--- src/rtl/linear_layer_srl_fifo_ctrl_pkg.sv ---
// Shared definitions for the Linear_Layer SRL stream FIFO: flag reset levels,
// output-stage load sources and a clog2 helper for parameter checks.
package linear_layer_srl_fifo_ctrl_pkg;

   localparam logic FULL_N_RESET  = 1'b1;
   localparam logic EMPTY_N_RESET = 1'b0;

   // Where the output register takes its next value from on a given edge.
   typedef enum logic [1:0] {
      LOAD_HOLD   = 2'd0,
      LOAD_SRL    = 2'd1,
      LOAD_BYPASS = 2'd2,
      LOAD_DRAIN  = 2'd3
   } load_src_e;

   function automatic int clog2(input int value);
      int result;
      result = 0;
      while ((1 << result) < value) result++;
      return result;
   endfunction

endpackage

--- src/rtl/linear_layer_srl_fifo_ctrl_storage.sv ---
// Shift-register storage: newest word enters at index 0, read is an
// asynchronous mux selected by addr.
module srl_fifo_storage #(
   parameter int DATA_WIDTH = 8,
   parameter int ENTRIES    = 16,
   parameter int ADDR_WIDTH = 5
) (
   input  logic                  clk,
   input  logic                  we,
   input  logic [ADDR_WIDTH-1:0] addr,
   input  logic [DATA_WIDTH-1:0] din,
   output logic [DATA_WIDTH-1:0] dout
);

   logic [DATA_WIDTH-1:0] mem_q [ENTRIES];

   // NOTE: storage is deliberately not reset; it maps to SRL primitives and
   // the controller never reads an entry that was not written after reset.
   always_ff @(posedge clk) begin
      if (we) begin
         mem_q[0] <= din;
         for (int i = 1; i < ENTRIES; i++) mem_q[i] <= mem_q[i-1];
      end
   end

   always_comb begin
      dout = '0;
      for (int i = 0; i < ENTRIES; i++) begin
         if (addr == ADDR_WIDTH'(i)) dout = mem_q[i];
      end
   end

endmodule

--- src/rtl/linear_layer_srl_fifo_ctrl.sv ---
// Stream FIFO controller: occupancy, SRL write/address control and a registered
// first-word-fall-through output stage between a producer and a consumer.
module linear_layer_srl_fifo_ctrl
   import linear_layer_srl_fifo_ctrl_pkg::*;
#(
   parameter int DATA_WIDTH = 8,
   parameter int DEPTH      = 17,
   parameter int ADDR_WIDTH = 5
) (
   input  logic                  clk,
   input  logic                  reset,
   output logic                  if_full_n,
   input  logic                  if_write_ce,
   input  logic                  if_write,
   input  logic [DATA_WIDTH-1:0] if_din,
   output logic                  if_empty_n,
   input  logic                  if_read_ce,
   input  logic                  if_read,
   output logic [DATA_WIDTH-1:0] if_dout,
   output logic [ADDR_WIDTH:0]   if_num_data_valid
);

   localparam int CNT_W   = ADDR_WIDTH + 1;
   localparam int ENTRIES = DEPTH - 1;

   if (DEPTH < 2 || ADDR_WIDTH < 1 || ADDR_WIDTH < clog2(ENTRIES)) begin : g_bad_params
      $error("linear_layer_srl_fifo_ctrl: illegal DEPTH/ADDR_WIDTH combination");
   end

   logic [CNT_W-1:0]      srl_cnt_q, srl_cnt_d;
   logic                  out_valid_q, out_valid_d;
   logic                  full_n_q, full_n_d;
   logic [DATA_WIDTH-1:0] dout_q, dout_d;
   logic [ADDR_WIDTH-1:0] srl_addr;
   logic [DATA_WIDTH-1:0] srl_dout;
   logic                  push, pop, out_free, srl_we;
   load_src_e             load_src;

   assign push     = if_write & if_write_ce & full_n_q;
   assign pop      = if_read & if_read_ce & out_valid_q;
   assign out_free = ~out_valid_q | pop;
   assign srl_addr = (srl_cnt_q == '0) ? '0 : ADDR_WIDTH'(srl_cnt_q - CNT_W'(1));
   assign srl_we   = push & (load_src != LOAD_BYPASS);

   // NOTE: every combinational output gets a default first so no path can
   // leave it unassigned and infer a latch.
   always_comb begin
      load_src = LOAD_HOLD;
      if (out_free) begin
         if (srl_cnt_q != '0) load_src = LOAD_SRL;
         else if (push)       load_src = LOAD_BYPASS;
         else                 load_src = LOAD_DRAIN;
      end
   end

   always_comb begin
      out_valid_d = out_valid_q;
      dout_d      = dout_q;
      unique case (load_src)
         LOAD_SRL: begin
            out_valid_d = 1'b1;
            dout_d      = srl_dout;
         end
         LOAD_BYPASS: begin
            out_valid_d = 1'b1;
            dout_d      = if_din;
         end
         LOAD_DRAIN: out_valid_d = 1'b0;
         default: ;
      endcase
      srl_cnt_d = srl_cnt_q + CNT_W'(srl_we) - CNT_W'(load_src == LOAD_SRL);
      full_n_d  = (srl_cnt_d != CNT_W'(ENTRIES));
   end

   // NOTE: sequential state uses non-blocking assignments so every register
   // samples pre-edge values regardless of process ordering.
   always_ff @(posedge clk or posedge reset) begin
      if (reset) begin
         srl_cnt_q   <= '0;
         out_valid_q <= EMPTY_N_RESET;
         full_n_q    <= FULL_N_RESET;
         dout_q      <= '0;
      end else begin
         srl_cnt_q   <= srl_cnt_d;
         out_valid_q <= out_valid_d;
         full_n_q    <= full_n_d;
         dout_q      <= dout_d;
      end
   end

   srl_fifo_storage #(
      .DATA_WIDTH (DATA_WIDTH),
      .ENTRIES    (ENTRIES),
      .ADDR_WIDTH (ADDR_WIDTH)
   ) u_storage (
      .clk  (clk),
      .we   (srl_we),
      .addr (srl_addr),
      .din  (if_din),
      .dout (srl_dout)
   );

   assign if_full_n         = full_n_q;
   assign if_empty_n        = out_valid_q;
   assign if_dout           = dout_q;
   assign if_num_data_valid = srl_cnt_q + CNT_W'(out_valid_q);

endmodule

--- config.mk ---
export PLATFORM = sky130hd
export DESIGN_NAME = linear_layer_srl_fifo_ctrl
export DESIGN_NICKNAME = d
export VERILOG_FILES = /design/src/rtl/linear_layer_srl_fifo_ctrl_pkg.sv /design/src/rtl/linear_layer_srl_fifo_ctrl_storage.sv /design/src/rtl/linear_layer_srl_fifo_ctrl.sv
export SDC_FILE = /design/constraint.sdc
export NUM_CORES = 1
export LEC_CHECK = 0
export ABC_AREA = 0
export BUFFER_PORTS_ARGS = -buffer_cell sky130_fd_sc_hd__buf_2
export CORE_MARGIN = 4
export CORE_UTILIZATION = 45
export DETAILED_ROUTE_END_ITERATION = 12
export GPL_TIMING_DRIVEN = 0
export HOLD_SLACK_MARGIN = 0.08
export PLACE_DENSITY = 0.69
export SLEW_MARGIN = 20
export SYNTH_ARGS = -nofsm -noshare
export SYNTH_HDL_FRONTEND = slang
export SYNTH_SLANG_ARGS = --single-unit
export TNS_END_PERCENT = 50
--- constraint.sdc ---
create_clock -name clk -period 15.9 [get_ports clk]
set_input_delay 1.59 -clock clk [delete_from_list [all_inputs] [get_ports clk]]
set_output_delay 1.59 -clock clk [all_outputs]
set_load 0.005 [all_outputs]
# Word level (Yosys, flattened, before mapping)
# Memories as Yosys holds them, arrays and structs flattened.
# Cells that the tools add are included.
[classes]
addsub = 4
n_eq_ne = 20
mux = 24
bitwise = 7
reduce_logical = 6
[ops]
columns = ["op", "n"]
rows = [
  ["8-bit 2-to-1 mux", 16],
  ["5-bit by 4-bit equality test with 1-bit output, second input constant", 8],
  ["5-bit by 3-bit equality test with 1-bit output, second input constant", 4],
  ["8-bit case mux with 2 select lines", 1],
  ["6-bit by 1-bit adder with 6-bit output", 2],
  ["5-bit by 2-bit equality test with 1-bit output, second input constant", 2],
  ["6-bit logical NOT", 1],
  ["6-bit by 5-bit inequality test with 1-bit output, second input constant", 1],
  ["6-bit nonzero test", 1],
  ["6-bit by 1-bit subtractor with 6-bit output", 1],
  ["1-bit bitwise AND", 5],
  ["5-bit by 1-bit equality test with 1-bit output, second input constant", 1],
  ["5-bit logical NOT", 1],
  ["5-bit 2-to-1 mux", 1],
  ["5-bit by 1-bit subtractor with 5-bit output, second input constant", 1],
  ["2-bit equality test, second input constant", 2],
  ["2-bit 2-to-1 mux", 2],
  ["2-bit nonzero test", 2],
  ["1-bit 2-to-1 mux", 3],
  ["2-bit by 1-bit equality test with 1-bit output, second input constant", 1],
  ["2-bit inequality test, second input constant", 1],
  ["1-bit case mux with 2 select lines", 1],
  ["2-bit OR reduction", 1],
  ["1-bit inverter", 1],
  ["1-bit bitwise OR", 1],
]
[totals]
ff_bits = 16
ram_bits = 128
output_inout_bits = 16
word_cells = 66
n_memories = 1
[mem_list]
columns = ["name", "words", "word_bits", "read_ports", "rd_clocked_by_memory_dff", "write_ports", "line", "source"]
rows = [
  ["u_storage.mem_q", 16, 8, 16, 0, 16, "linear_layer_srl_fifo_ctrl_storage.sv:15", "logic [DATA_WIDTH-1:0] mem_q [ENTRIES];"],
]

# Depth between registers and ports, before layout
[depth]
ltp_word = 20
mapped_depth = 21

# Cells and area by module
# A second synthesis with hierarchy kept.
[hier_totals]
cells_unflattened = 463
area_unflattened_um2 = 6532.5
[by_module_without_submodules]
columns = ["module", "instances", "cells_each", "area_per_inst_um2", "seq_area_each_um2"]
rows = [
  ["srl_fifo_storage", 1, 333, 5316.3, 3843.7],
  ["linear_layer_srl_fifo_ctrl", 1, 130, 1216.2, 401.6],
]

# Worst setup path before layout
# OpenSTA, ideal clock, no wires.
[synth_timing]
path_type = "input-to-reg"
startpoint = "input port if_read"
endpoint = "memory u_storage.mem_q[0][0], enable pin"
setup_time_ns = 0.481
arrival_ns = 5.244
path_slack_ns = 10.174
cell_stages = 9
path_buffers = 2
cell_sequence = "nand2_1 > nand2_1 > nand3_1 > inv_1 > ha_1 > clkbuf_1 > clkbuf_1 > or2_2 > inv_1"
[synth_lines]
columns = ["item", "line", "source"]
rows = [
  ["start, declared", "linear_layer_srl_fifo_ctrl.sv:18", "input logic if_read,"],
  ["end, declared", "linear_layer_srl_fifo_ctrl_storage.sv:15", ""],
]

# Worst setup path in the final report
[layout_timing]
startpoint = "register srl_cnt_q[4]"
endpoint = "register full_n_q, in the netlist if_full_n"
[layout_via]
elab_chain_cells = 8
word_cells_on_any_way = 9
[layout_lines]
columns = ["item", "line", "source"]
rows = [
  ["start, declared", "linear_layer_srl_fifo_ctrl.sv:30", "logic [CNT_W-1:0] srl_cnt_q, srl_cnt_d;"],
  ["start signal, assigned", "linear_layer_srl_fifo_ctrl.sv:84", "srl_cnt_q <= srl_cnt_d;"],
  ["6-bit nonzero test", "linear_layer_srl_fifo_ctrl.sv:50", "if (srl_cnt_q != '0) load_src = LOAD_SRL;"],
  ["2-bit 2-to-1 mux", "linear_layer_srl_fifo_ctrl.sv:50", ""],
  ["2-bit 2-to-1 mux", "linear_layer_srl_fifo_ctrl.sv:49", "if (out_free) begin"],
  ["2-bit inequality test", "linear_layer_srl_fifo_ctrl.sv:43", "assign srl_we = push & (load_src != LOAD_BYPASS);"],
  ["1-bit bitwise AND", "linear_layer_srl_fifo_ctrl.sv:43", ""],
  ["6-bit by 1-bit adder with 6-bit output", "linear_layer_srl_fifo_ctrl.sv:71", "srl_cnt_d = srl_cnt_q + CNT_W'(srl_we) - CNT_W'(load_src == LOAD_SRL);"],
  ["6-bit by 1-bit subtractor with 6-bit output *", "linear_layer_srl_fifo_ctrl.sv:71", ""],
  ["net srl_cnt_d[4]", "linear_layer_srl_fifo_ctrl.sv:30", ""],
  ["6-bit by 5-bit inequality test with 1-bit output *", "linear_layer_srl_fifo_ctrl.sv:72", "full_n_d = (srl_cnt_d != CNT_W'(ENTRIES));"],
  ["net full_n_d", "linear_layer_srl_fifo_ctrl.sv:32", "logic full_n_q, full_n_d;"],
  ["end signal, assigned", "linear_layer_srl_fifo_ctrl.sv:86", "full_n_q <= full_n_d;"],
  ["end, declared", "linear_layer_srl_fifo_ctrl.sv:32", ""],
]
# Mark *: on every way through the listed nets, which the timed path passes. The rest lies on a longest branch.
# A chain may end at the register's enable or synchronous reset.

==> reports/qor.csv <==
metric,value,unit
largest net degree at the start of global routing,91,
num rows,44,
Die Span Y,130,µm
Finished Core Util,52.8,%
Starting Density,46.2,%
minimum clock period,5.14,ns
vias in the first global route,4640,
remaining global-route overflow,0,
hold buffers post-CTS,0,
Root Driver,clkbuf_16,
final hold viol count,0,
Seq cells post-synth,144,
worst slew pin tran,1.03,ns
fin crit share,32.3,%
GP Congestion,0.896,
"Data required, critical path",16.24,ns
Port-buffer cells,29,
Setup WS post-layout,10.76,ns
PD cells,212,nW/µm²
clk_lat worst skew,0.43,ns
DP HPWL,11.7,mm
# H-tree levels,4,
Max-Cap Viols,0,
DR pass1 iterations,5,
fin nets,607,
"slowest stage cell, crit path",clkbuf_1,
Vias/cell,6.21,
Clock transition at path regs,0.06,ns
layout cells sized above 1,16.2,%
total track usage,21.0,%
Initial DRC Count,586,
Max Root-Sink Buffers,2,
Synth async-reset ratio,11.1,%
synth unique cells,79,
Hold Path Class,register to register,
setup bufs post-CTS,0,
Post-Syn Area per Cell,13.0,µm²
FMAX,195,MHz
setup repair after global routing missed its margin,no,
Layout area overhead,14.3,%
first-pass GRT wire length,26.3,mm
I/O pin count,30,
DR WL/cell,22.2,µm
Leakage Power,2.69,nW
Fin Clk Skew,0.00654,ns
final setup vio count,0,
Routed WL,17.0,mm
Total Neg Setup Slack,0,ns
synthesized area,6740,µm²
Ys Warns,0,
most frequent cell after synthesis,edfxtp_1,
CTS tree,yes,
CP endpoint kind,register,
CP dominant cell by count,ha_1,
cells after synthesis,520,
crit-path cells,"buf_6, inv_2, ha_1, and2_4, buf_6, nand2_1, o21ai_0, ha_1, clkbuf_1, clkbuf_1, or2_2, ha_1, inv_1, ha_1, inv_1, fa_1, o21bai_1, a21oi_1, xnor2_1, nand2_1, or3_1",
worst-path fanout max,10,
DRC viols,0,
register area share after synthesis,63.0,%
Post-synth top cells,"128 x edfxtp_1, 40 x nand2_1, 35 x a21oi_1, 25 x o21ai_0",
Die W,130,µm
Num CTS Buffers,17,
Peak supply drop,99.7,µV
cell taking the most area after synthesis,edfxtp_1,
Critical Path AT,5.48,ns
Clock Sink Count,144,
initial antenna violation count,1,
number of gates resized after CTS,0,
"Top FF cell, synth",edfxtp_1,
Yosys top cell area share,57.0,%
CP max stage delay,0.50,ns
number of flops mapped to enable cells by yosys,128,
via count,4760,
antenna-violating nets left,0,
critical path launch point type,register,
final slew viol count,0,
Synth Net Count,558,
leading post-synthesis cells by cell area,"edfxtp_1 57%, dfrtp_1 5.6%, ha_1 4.3%, a21oi_1 2.6%, nand2_1 2.2%",
core area,14600,µm²
pre-CTS setup slack,10.58,ns
outcome,"finished, final reports clean",
slew margin rel.,31.4,%
DIE AREA,17000,µm²
Setup Crit Path Kind,register to register,
worst max-delay path, delay by kind of cell, from the launching register on:
family | cells | cell delay [ns]
buffers and inverters | 7 | 1.49
AO/OA/AOI/OAI | 3 | 0.63
AND/OR/NAND/NOR | 5 | 0.95
adder cells (fa/ha/maj) | 5 | 1.35
XOR/XNOR | 1 | 0.17
flip-flops | 1 | 0.46
cell type report:
class | count | area (µm²)
multi-input combinational | 324 | 2260
clock buffer | 18 | 429
buffer | 26 | 136
clock inverter | 14 | 124
antenna | 1 | 2.50
inverter | 26 | 103
tap | 184 | 230
fill | 1207 | 6890
sequential | 144 | 4250
timing repair buffer | 30 | 173
cells by family after synthesis:
logic type               count (synthesis)  share of synthesized area (%)
AND/OR/NAND/NOR                        121                           8.91
flip-flops                             144                           63.0
AO/OA/AOI/OAI                          163                           17.8
buffers and inverters                   52                           3.47
XOR/XNOR                                13                           1.80
multiplexers                             3                          0.483
adder cells (fa/ha/maj)                 24                           4.57
through the flow:
stage	instances	hold slack, ns	total power (W)	instance area, µm²
after detailed placement	734	0.426	0.00124	7150
final	767	0.443	0.00163	7700
after global placement	733	0.419	0.00122	7110
after floorplan	520	0.417	0.00101	6740
after CTS	766	0.441	0.00162	7700
after global routing	766	0.447	0.00172	7700
final timing paths:
| kind | slack (ns) | depth (start not counted) | to | start |
|---|---|---|---|---|
| setup / recovery | 10.76 | 21 | if_full_n$_DFF_PP1_ | srl_cnt_q[4]$_DFF_PP0_ |
| hold / removal | 0.44 | 0 | u_storage.mem_q[3][8]$_DFFE_PP_ | u_storage.mem_q[3][0]$_DFFE_PP_ |
| setup reg to reg | 10.76 | 21 | if_full_n$_DFF_PP1_ | srl_cnt_q[4]$_DFF_PP0_ |
| hold reg to reg | 0.44 | 0 | u_storage.mem_q[3][8]$_DFFE_PP_ | u_storage.mem_q[3][0]$_DFFE_PP_ |
| max in group asynchronous | 14.13 | 2 | if_dout[1]$_DFFE_PP0P_ | reset |
| min in group asynchronous | 1.29 | 2 | srl_cnt_q[5]$_DFF_PP0_ | reset |
cell usage in the layout (no fill, tap or decap), drive strengths merged, types with 3 or more instances in the layout:
cell type,n
edfxtp,128
nand2,41
buf,38
a21oi,36
clkbuf,36
o21ai,26
inv,25
nor2,24
ha,23
dfrtp,15
nand3,14
o22ai,12
o211ai,12
xnor2,9
clkinv,9
nand2b,8
nor3,8
a221oi,7
o32ai,6
o2bb2ai,6
a21boi,6
o32a,5
nand4,4
xor2,4
clkinvlp,4
or4,4
o221ai,4
a21o,4
a2111oi,4
and3,3
nor4,3
or2,3
a31oi,3
o31a,3
a221o,3
and2,3
metal layers:
layer  GRT usage [%]  vias up  share of wire, %
met2            31.0      230                46
met3            8.15       42                10
met1            28.4     2357                41
met4            7.74        2               2.5
li1                -     2129                 -
met5               0        -             0.076
power by group:
group	internal [W]	leakage [nW]	switching, W
sequential	0.000476	1.39	0.0000398
clock	0.000226	0.259	0.000150
combinational	0.000258	1.05	0.000482
total	0.000961	2.69	0.000672
flip-flops by register name (all words and copies together), names as in the netlist:
register,cells
if_dout,8
if_empty_n,1
if_full_n,1
srl_cnt_q,6
u_storage.mem_q,128
No activity file was read; power rests on OpenSTA's default activity.
